**config.mk**
```make
export PLATFORM = sky130hd
export DESIGN_NAME = aurora_tx_arbiter
export DESIGN_NICKNAME = d
export VERILOG_FILES = /design/src/rtl/aurora_tx_arbiter.sv
export SDC_FILE = /design/constraint.sdc
export NUM_CORES = 1
export LEC_CHECK = 0
export CORE_MARGIN = 3
export CORE_UTILIZATION = 28
export DETAILED_ROUTE_END_ITERATION = 16
export PLACE_DENSITY = 0.91
export SETUP_SLACK_MARGIN = 0.5
export SYNTH_ARGS = -nofsm -noshare
export SYNTH_HDL_FRONTEND = slang
export SYNTH_SLANG_ARGS = --single-unit
```
**constraint.sdc**
```tcl
create_clock -name i_clk -period 1.7 [get_ports i_clk]
set_input_delay 0.255 -clock i_clk [delete_from_list [all_inputs] [get_ports i_clk]]
set_output_delay 0.255 -clock i_clk [all_outputs]
set_load 0.02 [all_outputs]
```
**src/rtl/aurora_tx_arbiter.sv**
```systemverilog
// aurora_tx_arbiter: packet-atomic round-robin arbiter that lets P_REQ_NUM
// AXI-Stream sources share one Aurora 8B/10B channel TX port. New packets are
// only started while channel_up is high. A packet caught by a link drop is
// drained from its source and discarded.
// Optional build macro AURORA_ARB_CNT_EN adds per-source completed-packet
// counters (o_pkt_cnt) and a link-drop abort counter (o_abort_cnt).
module aurora_tx_arbiter #(
    parameter int P_REQ_NUM    = 2,
    parameter int P_DATA_WIDTH = 32,
    parameter int P_KEEP_WIDTH = 4
) (
    input  logic                              i_clk,
    input  logic                              i_rst,
    input  logic                              i_channel_up,
    input  logic [P_REQ_NUM*P_DATA_WIDTH-1:0] s_axi_tx_tdata,
    input  logic [P_REQ_NUM*P_KEEP_WIDTH-1:0] s_axi_tx_tkeep,
    input  logic [P_REQ_NUM-1:0]              s_axi_tx_tlast,
    input  logic [P_REQ_NUM-1:0]              s_axi_tx_tvalid,
    output logic [P_REQ_NUM-1:0]              s_axi_tx_tready,
    output logic [P_DATA_WIDTH-1:0]           m_axi_tx_tdata,
    output logic [P_KEEP_WIDTH-1:0]           m_axi_tx_tkeep,
    output logic                              m_axi_tx_tlast,
    output logic                              m_axi_tx_tvalid,
    input  logic                              m_axi_tx_tready,
    output logic [P_REQ_NUM-1:0]              o_grant,
`ifdef AURORA_ARB_CNT_EN
    output logic [P_REQ_NUM*16-1:0]           o_pkt_cnt,
    output logic [15:0]                       o_abort_cnt,
`endif
    output logic                              o_busy
);

    localparam int PTR_W = (P_REQ_NUM > 1) ? $clog2(P_REQ_NUM) : 1;

    typedef enum logic [1:0] {
        ST_IDLE,
        ST_XFER,
        ST_FLUSH
    } state_t;

    state_t             state_q;
    state_t             state_d;
    logic [PTR_W-1:0]   ptr_q;
    logic [PTR_W-1:0]   gidx_q;
    logic [PTR_W-1:0]   pick_idx;
    logic [P_REQ_NUM-1:0] grant_q;
    logic               pick_found;
    int                 cand;
    logic               cur_valid;
    logic               cur_last;
    logic               xfer_done;
    logic               flush_done;
    logic               start_grant;

    assign cur_valid   = s_axi_tx_tvalid[gidx_q];
    assign cur_last    = s_axi_tx_tlast[gidx_q];
    assign xfer_done   = (state_q == ST_XFER) && cur_valid && m_axi_tx_tready && cur_last;
    assign flush_done  = (state_q == ST_FLUSH) && cur_valid && cur_last;
    assign start_grant = (state_q == ST_IDLE) && i_channel_up && pick_found;

    // Round-robin pick: scan from the highest offset down so the requester
    // closest to (at or after) the pointer is the one left selected.
    always_comb begin
        pick_idx   = '0;
        pick_found = 1'b0;
        cand       = 0;
        for (int i = P_REQ_NUM - 1; i >= 0; i--) begin
            cand = int'(ptr_q) + i;
            if (cand >= P_REQ_NUM) begin
                cand = cand - P_REQ_NUM;
            end
            if (s_axi_tx_tvalid[cand]) begin
                pick_idx   = PTR_W'(cand);
                pick_found = 1'b1;
            end
        end
    end

    // State register.
    always_ff @(posedge i_clk or posedge i_rst) begin
        if (i_rst) begin
            state_q <= ST_IDLE;
        end else begin
            state_q <= state_d;
        end
    end

    // Next state: a completed tlast beat wins over a simultaneous link drop.
    always_comb begin
        state_d = state_q;
        case (state_q)
            ST_IDLE: begin
                if (start_grant) begin
                    state_d = ST_XFER;
                end
            end
            ST_XFER: begin
                if (xfer_done) begin
                    state_d = ST_IDLE;
                end else if (!i_channel_up) begin
                    state_d = ST_FLUSH;
                end
            end
            ST_FLUSH: begin
                if (flush_done) begin
                    state_d = ST_IDLE;
                end
            end
            default: state_d = ST_IDLE;
        endcase
    end

    // Grant and round-robin pointer: latched on arbitration, released and
    // advanced past the owner when its packet ends (sent or flushed).
    always_ff @(posedge i_clk or posedge i_rst) begin
        if (i_rst) begin
            grant_q <= '0;
            gidx_q  <= '0;
            ptr_q   <= '0;
        end else if (start_grant) begin
            grant_q <= P_REQ_NUM'(1) << pick_idx;
            gidx_q  <= pick_idx;
        end else if (xfer_done || flush_done) begin
            grant_q <= '0;
            ptr_q   <= (int'(gidx_q) == P_REQ_NUM - 1) ? '0 : gidx_q + PTR_W'(1);
        end
    end

    // Datapath: zero-latency mux of the owner in XFER, sink-only drain in FLUSH.
    always_comb begin
        m_axi_tx_tdata  = '0;
        m_axi_tx_tkeep  = '0;
        m_axi_tx_tlast  = 1'b0;
        m_axi_tx_tvalid = 1'b0;
        s_axi_tx_tready = '0;
        case (state_q)
            ST_XFER: begin
                m_axi_tx_tdata          = s_axi_tx_tdata[gidx_q*P_DATA_WIDTH +: P_DATA_WIDTH];
                m_axi_tx_tkeep          = s_axi_tx_tkeep[gidx_q*P_KEEP_WIDTH +: P_KEEP_WIDTH];
                m_axi_tx_tlast          = cur_last;
                m_axi_tx_tvalid         = cur_valid;
                s_axi_tx_tready[gidx_q] = m_axi_tx_tready;
            end
            ST_FLUSH: begin
                s_axi_tx_tready[gidx_q] = 1'b1;
            end
            default: begin
            end
        endcase
    end

    assign o_grant = grant_q;
    assign o_busy  = (state_q != ST_IDLE);

`ifdef AURORA_ARB_CNT_EN
    logic [P_REQ_NUM*16-1:0] pkt_cnt_q;
    logic [15:0]             abort_cnt_q;

    // Statistics: packets sent per source and packets cut by a link drop;
    // both wrap naturally at 16 bits.
    always_ff @(posedge i_clk or posedge i_rst) begin
        if (i_rst) begin
            pkt_cnt_q   <= '0;
            abort_cnt_q <= '0;
        end else begin
            if (xfer_done) begin
                pkt_cnt_q[gidx_q*16 +: 16] <= pkt_cnt_q[gidx_q*16 +: 16] + 16'd1;
            end
            if ((state_q == ST_XFER) && (state_d == ST_FLUSH)) begin
                abort_cnt_q <= abort_cnt_q + 16'd1;
            end
        end
    end

    assign o_pkt_cnt   = pkt_cnt_q;
    assign o_abort_cnt = abort_cnt_q;
`endif

endmodule

```
==> results.md, run 1 <==
| Stage | Quantity | Reported |
|:---|:---|:---|
| synth | Fraction of the mapped netlist area in adder cells | 4.67% |
| floorplanning | Top Ports | 123 |
| synth | XOR/XNOR Fraction of Synth Area | 0% |
| floorplanning | Num rows | 21 |
| outcome | Step where the flow halted | clock tree synthesis |
| synth | Multiplexer fraction of the synthesized cell area | 37.9% |
| outcome | First error | [ERROR DPL-0033] detailed placement checks failed during check placement. |
| synth | Flop and latch count out of synthesis | 6 |
| clocking | CTS H-Tree Depth | 1 |
| synth | Share of the synthesized area in compound gates (AO/OA/AOI/OAI) | 8.88% |
| clocking | Total clock buffers created by CTS | 3 |
| synth | Synthesized area | 1070 µm² |
| synth | Sequential cell area fraction in the yosys report | 14.0% |
| placement | Global placement routability congestion | 0.744 |
| placement | Number of port buffers | 122 |
| synth | Yosys warning count | 0 |
| placement | Post-DP Area | 2830 µm² |
| clocking | CTS hold repair buffers | 0 |
| floorplanning | Die Span Y | 67.8 µm |
| synth | Number of distinct standard cells referenced by the synthesized netlist | 23 |
| clocking | Root Buffer Master | sky130_fd_sc_hd__clkbuf_8 |
| floorplanning | Width of the die | 67.8 µm |
| clocking | Number of clock sinks | 6 |
| synth | Main combinational cell family by area after synthesis | multiplexers |
| outcome | Run status | did not finish |
| synth | Post-synthesis area per instance | 8.57 µm² |
| clocking | Number of post-CTS setup repair buffers | 15 |
| placement | Number of instances in the placed design | 302 |
| synth | Number of nets in the synthesized netlist | 209 |
| floorplanning | Effective utilization at floorplan | 30.6% |
| synth | Gate count after technology mapping | 125 |
| clocking | Bufs on Longest Clock Path | 2 |
| synth | Synth Area in Simple Gates | 28.2% |
| clocking | Cts repair resizes | 291 |
| placement | Detailed Place HPWL | 3890 µm |
cells by family after synthesis:
| kind of cell | after synthesis |
|---|---|
| DFF | 6 |
| muxes | 40 |
| and+or+nand+nor | 48 |
| adders and majority gates | 4 |
| AOI/OAI and AO/OA | 12 |
| buffers and inverters | 15 |
through the flow:
step / hold WS (ns) / setup WS (ns)
detailed placement: 0.491 / -0.200
global placement: 0.477 / -0.185
floorplan: 0.0460 / 0.263
cells in the mapped netlist, drive strengths merged:
| cell | count | area [µm²] |
|---|---|---|
| mux2i | 39 | 390 |
| nor2b | 38 | 238 |
| dfrtp | 6 | 150 |
| inv | 6 | 22.5 |
| buf | 5 | 31.3 |
| a21oi | 4 | 20.0 |
| clkbuf | 4 | 15.0 |
| ha | 4 | 50.1 |
| nand2 | 3 | 11.3 |
| a21o | 2 | 15.0 |
| nand2b | 2 | 12.5 |
| nand3 | 2 | 10.0 |
| a21bo | 1 | 10.0 |
| a21boi | 1 | 7.51 |
| a31o | 1 | 8.76 |
| a32oi | 1 | 16.3 |
| and3 | 1 | 6.26 |
| mux2 | 1 | 15.0 |
| nand3b | 1 | 20.0 |
| nor2 | 1 | 3.75 |
| o211ai | 1 | 12.5 |
| o21ai | 1 | 5.00 |
==> run 2: changes to the inputs <==
Settings changed: CORE_UTILIZATION 28 to 20, PLACE_DENSITY 0.91 to not set, PLACE_DENSITY_LB_ADDON set to 0.15, SETUP_SLACK_MARGIN 0.5 to not set.
==> run 2 against run 1 <==
Compared with the run above: the flow now finishes, with violations (negative setup slack); synthesized cell count did not move; synthesized area did not move.
==> results.md, run 2 <==
| Stage | Quantity | Reported |
|:---|:---|:---|
| power | Portion of total power attributed to sequential cells | 8.0% |
| clocking | Root Buffer Master | sky130_fd_sc_hd__clkbuf_8 |
| setup path | Worst-case register-to-register setup slack | 0.06 ns |
| finish | Fill cell total of the finished layout | 547 |
| route | Wire length per cell after detailed routing | 13.8 µm |
| global routing | GRT Overall Usage | 14.3% |
| power | Power share of the clock group | 6.0% |
| setup path | Critical R2R Launch | gidx_q |
| clocking | CTS H-Tree Depth | 1 |
| synth | Gate count after technology mapping | 125 |
| setup path | Critical path, cell by cell | ha_4, bufbuf_16, nor2b_2, buf_4 |
| synth | Sequential cell area fraction in the yosys report | 14.0% |
| synth | Post-synthesis area per instance | 8.57 µm² |
| synth | Synthesized area | 1070 µm² |
| sta | Highest clock frequency the design can meet | 586 MHz |
| placement | Number of instances in the placed design | 324 |
| setup path | Setup Crit Path Kind | flip-flop to output pin |
| route | Residual antenna-violating net count after detailed routing | 0 |
| global routing | Initial antenna violation count | 0 |
| setup path | Beginning of the critical path | state_q[0] |
| synth | Area share of the leading cell type in the synthesized netlist | 36.4% |
| floorplanning | Width of the die | 79.2 µm |
| synth | Number of enable flip-flop cells after synthesis | 0 |
| finish | Area added between synthesis and finish | 146% |
| clocking | Clock slew seen by the registers of the worst setup and hold paths | 0.04 ns |
| synth | Ranking of synthesized cells by instance count | sky130_fd_sc_hd__mux2i_1, sky130_fd_sc_hd__nor2b_1, sky130_fd_sc_hd__dfrtp_1, sky130_fd_sc_hd__inv_1 |
| synth | Flop and latch count out of synthesis | 6 |
| finish | Most frequent cells in the layout | sky130_fd_sc_hd__clkdlybuf4s50_1, sky130_fd_sc_hd__mux2i_1, sky130_fd_sc_hd__buf_4, sky130_fd_sc_hd__nor2b_1, sky130_fd_sc_hd__nor2b_2 |
| synth | Number of distinct standard cells referenced by the synthesized netlist | 23 |
| power | P per Cell Area | 1440 nW/µm² |
| finish | Share of final-layout standard cells stronger than drive strength 1 | 37.0% |
| finish | Final Non-Filler Cells | 332 |
| route | First DRT Iteration DRCs | 21 |
| run | # Max-Cap Violations | 0 |
| sta | Clock tree skew after final layout | 0.00158 ns |
| sta | Finish-stage setup viols | 10 |
| power | Total Power | 3.78 mW |
| route | Initial DRT Pass Iterations | 4 |
| setup path | Highest-delay cell along the critical path | sky130_fd_sc_hd__dfrtp_2 |
| finish | Leading cell type in the layout, fill and taps excluded | sky130_fd_sc_hd__clkdlybuf4s50_1 |
| power | Switching power of the nets | 1.63 mW |
| floorplanning | Top Ports | 123 |
| finish | Fin nets | 347 |
| clocking | CTS hold repair buffers | 0 |
| floorplanning | Num rows | 26 |
| setup path | Cell type group with the largest total delay on the critical path | flip-flops |
| clocking | Number of clock sinks | 6 |
| clocking | Total clock buffers created by CTS | 3 |
| sta | Setup slack after layout | -0.00679 ns |
| sta | Slew Limit Headroom | 85.0% |
| setup path | Buf+Inv Stages, Crit Path | 2 |
| finish | Area of all placed cells without fillers | 2630 µm² |
| setup path | Timing endpoint of the critical path | m_axi_tx_tdata[1] |
| route | Drt drc | 0 |
| setup path | Highest fanout seen on the critical path | 19 |
| clocking | CTS tree | built |
| floorplanning | Die Span Y | 79.2 µm |
| power | Switching share of power | 43.1% |
| floorplanning | Effective utilization at floorplan | 20.8% |
| setup path | Kind of launch point of the worst setup path | flip-flop |
| setup path | CP endpoint kind | output pin |
| sta | Fin Setup TNS | -0.0167 ns |
| setup path | Crit path required time | 1.44 ns |
| sta | Final count of hold timing violations | 0 |
| global routing | Maximum number of pins on one net before global-route repair | 20 |
| outcome | Failing checks | negative setup slack |
| synth | Most area-consuming cells after synthesis | sky130_fd_sc_hd__mux2i_1, sky130_fd_sc_hd__nor2b_1, sky130_fd_sc_hd__dfrtp_1 |
| sta | Setup repair after global routing missed its margin | true |
| route | Post-detailed-route via-to-cell ratio | 4.13 |
| power | Comb pwr share | 86.0% |
| sta | Max-slew violation total from the final report | 0 |
| global routing | Total global routing overflow | 0 |
| sta | Post-route clock period utilization | 100% |
| synth | Most used standard cell by instance count after synthesis | sky130_fd_sc_hd__mux2i_1 |
| clocking | Bufs on Longest Clock Path | 2 |
| synth | Number of nets in the synthesized netlist | 209 |
| sta | Transition time at the pin with the least slew margin | 0.221 ns |
| placement | Number of port buffers | 122 |
| synth | Post-synthesis async set-or-reset flop share | 100% |
| setup path | Worst R2R Path Depth | 5 |
| placement | Global placement routability congestion | 0.734 |
| power | Largest vdd supply drop | 666 µV |
| setup path | CP max stage delay | 0.44 ns |
| setup path | Capture instance of the worst register-to-register path | state_q[0] |
| global routing | First-pass GRT wire length | 7120 µm |
| floorplanning | Area of the core | 5140 µm² |
| floorplanning | Die Outline Area | 6270 µm² |
| setup path | Endpoint arrival time on the critical path | 1.45 ns |
| placement | Detailed Place HPWL | 3570 µm |
| placement | Post-DP Area | 2500 µm² |
| sta | Min Tclk post-route | 1.71 ns |
| setup path | Count of cell instances traversed by the critical path | 4 |
| route | DR vias | 1372 |
| finish | Layout Utilization | 51.2% |
| finish | Number of antenna cells inserted | 0 |
| route | Wire length after detailed routing | 4600 µm |
| outcome | Run status | finished, violations left |
| synth | Yosys warning count | 0 |
| clocking | Clk Latency, worst-skew pair | 0.22 ns |
| power | Standby leakage power | 1.18 nW |
| global routing | Via count of the first global-routing pass | 1408 |
| synth | Primary flip-flop cell chosen by synthesis mapping | sky130_fd_sc_hd__dfrtp_1 |
| synth | Cell taking the most area after synthesis | sky130_fd_sc_hd__mux2i_1 |
| min path | Min-delay worst type | primary input to asynchronous set/reset pin |
| power | Internal power consumption | 2.15 mW |
==> run 2: power groups by stage <==
stage	combinational [mW]	clock [mW]	sequential, mW
5_1_grt	3.50	0.248	0.313
3_3_place_gp	3.08	0	0.262
4_1_cts	3.12	0.235	0.281
3_5_place_dp	3.07	0	0.266
2_1_floorplan	1.72	0	0.276
6_report	3.26	0.227	0.301
==> run 2: logic make-up after synthesis <==
kind of cell / after synthesis / synth area share, %
flops: 6 / 14.0
fa+ha+maj: 4 / 4.67
compound gates: 12 / 8.88
mux: 40 / 37.8
simple gates: 48 / 28.2
buf+inv: 15 / 6.42
==> run 2: worst reg2reg max path, stage by stage, from the launching register on <==
cell and delay, ns:
sky130_fd_sc_hd__dfrtp_2 0.47, sky130_fd_sc_hd__buf_6 0.20, sky130_fd_sc_hd__nand3_1 0.16, sky130_fd_sc_hd__a32oi_2 0.25, sky130_fd_sc_hd__o21ai_1 0.13, sky130_fd_sc_hd__mux2_4 0.31
==> run 2: final cells by class <==
type	count	area (µm²)	area share, %
clock buffers	4	45.0	1.71
repair buffers	142	1360	51.7
multi-input cells	104	960	36.5
well taps	70	87.6	3.33
flip-flops and latches	6	153	5.80
inverters	6	25.0	0.951
==> run 2: layer usage <==
layer  part of all wire (%)  global-route usage [%]
met1                     39                    16.6
met2                     53                    26.3
met3                    7.4                    4.08
met4                   0.59                    2.06
met5                      0                       0
==> run 2: through the flow <==
stage | hold WS [ns] | setup slack [ns]
final | 0.253 | -0.00679
after global routing | 0.261 | -0.0714
after CTS | 0.253 | -0.0446
after detailed placement | 0.493 | -0.242
after global placement | 0.494 | -0.219
after floorplan | 0.0460 | 0.0722
==> run 2: repair_timing <==
item / CTS / global route
setup endpoints to repair: 41 / 41
gates cloned: 2 / 0
pin swaps: 0 / 2
gates resized for setup: 162 / 39
buffers inserted: 1 / 1
==> run 2: worst min-delay path by stage <==
stage / startpoint / slack, ns / endpoint / depth (start not counted)
final: i_rst / 0.25 / o_grant[0] / 2
after global routing: i_rst / 0.26 / o_grant[1] / 2
after CTS: i_rst / 0.25 / o_grant[0] / 2
after detailed placement: i_rst / 0.49 / state_q[0] / 2
after global placement: i_rst / 0.49 / state_q[0] / 2
after floorplan: i_rst / 0.05 / gidx_q / 1
Power figures use the tool's default switching activity.
==> run 3: changes to the inputs <==
--- a/config.mk
+++ b/config.mk
@@ -7,2 +7,3 @@
 export LEC_CHECK = 0
+export CAP_MARGIN = 20
 export CORE_MARGIN = 3
--- a/constraint.sdc
+++ b/constraint.sdc
@@ -3,2 +3,2 @@
 set_output_delay 0.255 -clock i_clk [all_outputs]
-set_load 0.02 [all_outputs]
+set_load 0.1 [all_outputs]
==> run 3 against run 2 <==
Compared with the run above: the flow still finishes with violations (negative setup slack); via count is 4.2% higher; routed wire length is 9.1% higher; fmax is 0.63% lower; first-iteration DRC count is 33% higher; sequential power is 8.6% lower; total power is 110% higher; critical path type unchanged; highest routed layer unchanged.
==> results.md, run 3 (synthesized netlist as in run 2, its figures left out) <==
| Stage | Quantity | Reported |
|:---|:---|:---|
| min path | Min-delay worst type | primary input to asynchronous set/reset pin |
| sta | Post-route clock period utilization | 101% |
| setup path | CP endpoint kind | output pin |
| global routing | Via count of the first global-routing pass | 1462 |
| run | # Max-Cap Violations | 0 |
| route | DR vias | 1429 |
| setup path | Capture instance of the worst register-to-register path | state_q[0] |
| clocking | Root Buffer Master | sky130_fd_sc_hd__clkbuf_8 |
| route | Wire length per cell after detailed routing | 15.3 µm |
| setup path | Endpoint arrival time on the critical path | 1.46 ns |
| finish | Share of final-layout standard cells stronger than drive strength 1 | 51.4% |
| sta | Final count of hold timing violations | 0 |
| sta | Setup repair after global routing missed its margin | true |
| floorplanning | Top Ports | 123 |
| sta | Fin Setup TNS | -0.0380 ns |
| sta | Max-slew violation total from the final report | 0 |
| global routing | GRT Overall Usage | 14.5% |
| route | Wire length after detailed routing | 5010 µm |
| setup path | Setup Crit Path Kind | flip-flop to output pin |
| sta | Highest clock frequency the design can meet | 582 MHz |
| sta | Finish-stage setup viols | 3 |
| finish | Leading cell type in the layout, fill and taps excluded | sky130_fd_sc_hd__clkdlybuf4s50_1 |
| setup path | Crit path required time | 1.44 ns |
| floorplanning | Width of the die | 79.2 µm |
| finish | Area added between synthesis and finish | 222% |
| placement | Global placement routability congestion | 0.822 |
| clocking | CTS tree | built |
| floorplanning | Num rows | 26 |
| power | Standby leakage power | 1.40 nW |
| setup path | Beginning of the critical path | gidx_q |
| sta | Clock tree skew after final layout | 0.00138 ns |
| setup path | Timing endpoint of the critical path | m_axi_tx_tdata[14] |
| power | Largest vdd supply drop | 1070 µV |
| power | P per Cell Area | 2310 nW/µm² |
| setup path | Worst R2R Path Depth | 6 |
| sta | Transition time at the pin with the least slew margin | 0.285 ns |
| route | Residual antenna-violating net count after detailed routing | 0 |
| route | Initial DRT Pass Iterations | 4 |
| floorplanning | Die Span Y | 79.2 µm |
| clocking | Clk Latency, worst-skew pair | 0.22 ns |
| route | First DRT Iteration DRCs | 28 |
| setup path | Worst-case register-to-register setup slack | 0.04 ns |
| clocking | Total clock buffers created by CTS | 3 |
| power | Total Power | 7.98 mW |
| global routing | Maximum number of pins on one net before global-route repair | 26 |
| finish | Most frequent cells in the layout | sky130_fd_sc_hd__clkdlybuf4s50_1, sky130_fd_sc_hd__buf_12, sky130_fd_sc_hd__nor2b_4, sky130_fd_sc_hd__mux2i_1, sky130_fd_sc_hd__mux2i_2 |
| setup path | Critical R2R Launch | gidx_q |
| setup path | Kind of launch point of the worst setup path | flip-flop |
| sta | Setup slack after layout | -0.0177 ns |
| global routing | Total global routing overflow | 0 |
| sta | Min Tclk post-route | 1.72 ns |
| clocking | Bufs on Longest Clock Path | 2 |
| finish | Number of antenna cells inserted | 0 |
| clocking | Number of clock sinks | 6 |
| route | Drt drc | 0 |
| floorplanning | Effective utilization at floorplan | 20.8% |
| placement | Detailed Place HPWL | 3980 µm |
| route | Post-detailed-route via-to-cell ratio | 4.37 |
| outcome | Run status | finished, violations left |
| floorplanning | Die Outline Area | 6270 µm² |
| global routing | Initial antenna violation count | 0 |
| finish | Fin nets | 342 |
| setup path | Highest fanout seen on the critical path | 7 |
| floorplanning | Area of the core | 5140 µm² |
| outcome | Failing checks | negative setup slack |
| sta | Slew Limit Headroom | 80.5% |
| global routing | First-pass GRT wire length | 7130 µm |
| clocking | CTS H-Tree Depth | 1 |
| clocking | Clock slew seen by the registers of the worst setup and hold paths | 0.04 ns |
| placement | Number of port buffers | 122 |
[run 3: timing repair]
| action | CTS | global route |
|---|---|---|
| hold buffers | 0 | 0 |
| buffers inserted | 3 | 1 |
| cloned | 0 | 3 |
| pin swaps | 1 | 2 |
| resized for setup | 17 | 33 |
| setup endpoints to repair | 28 | 41 |
[run 3: stage by stage]
stage | setup slack, ns | instances | util, % | cell area, µm² | hold WS [ns]
final | -0.0177 | 327 | 67.0 | 3450 | 0.240
after global routing | -0.0777 | 327 | 67.0 | 3450 | 0.257
after CTS | -0.00814 | 323 | 62.4 | 3210 | 0.243
after detailed placement | -0.0647 | 316 | 59.7 | 3070 | 0.481
after global placement | -0.00882 | 316 | 59.7 | 3070 | 0.496
after floorplan | -0.220 | 125 | - | 1300 | 0.0460
[run 3: worst max-delay path: stages (launching register included)]
cell,delay [ns]
sky130_fd_sc_hd__dfrtp_2,0.41
sky130_fd_sc_hd__buf_12,0.15
sky130_fd_sc_hd__clkbuf_16,0.16
sky130_fd_sc_hd__mux2i_1,0.26
sky130_fd_sc_hd__nor2b_4,0.08
sky130_fd_sc_hd__buf_12,0.17
[run 3: power by group]
group / switching [mW] / internal, mW
Sequential: 0.0592 / 0.216
Combinational: 4.28 / 3.20
Clock: 0.0595 / 0.161
Total: 4.40 / 3.58
[run 3: final cells by class]
| type | count | area [µm²] |
|---|---|---|
| Timing Repair Buffer | 137 | 1860 |
| Fill cell | 431 | 1690 |
| Multi-Input combinational cell | 104 | 1270 |
| Sequential cell | 6 | 151 |
| Tap cell | 70 | 87.6 |
| Clock buffer | 4 | 45.0 |
| Inverter | 6 | 22.5 |
[run 3: per-layer routing]
metal  wire length, µm  vias to the layer above  global-route usage (%)
met5                 0                        -                       0
met4               127                        0                    5.15
met3               446                       10                    3.97
met2              2720                       78                    29.8
met1              1710                      654                    13.2
li1                  -                      687                       -
[run 3: worst min path at each step]
stage	from	end	slack, ns	cells past startpoint
final	i_rst	o_grant[1]	0.24	2
after global routing	i_rst	ptr_q	0.26	2
after CTS	i_rst	o_grant[1]	0.24	2
after detailed placement	i_rst	o_grant[1]	0.48	2
after global placement	i_rst	o_grant[1]	0.50	2
after floorplan	i_rst	gidx_q	0.05	1
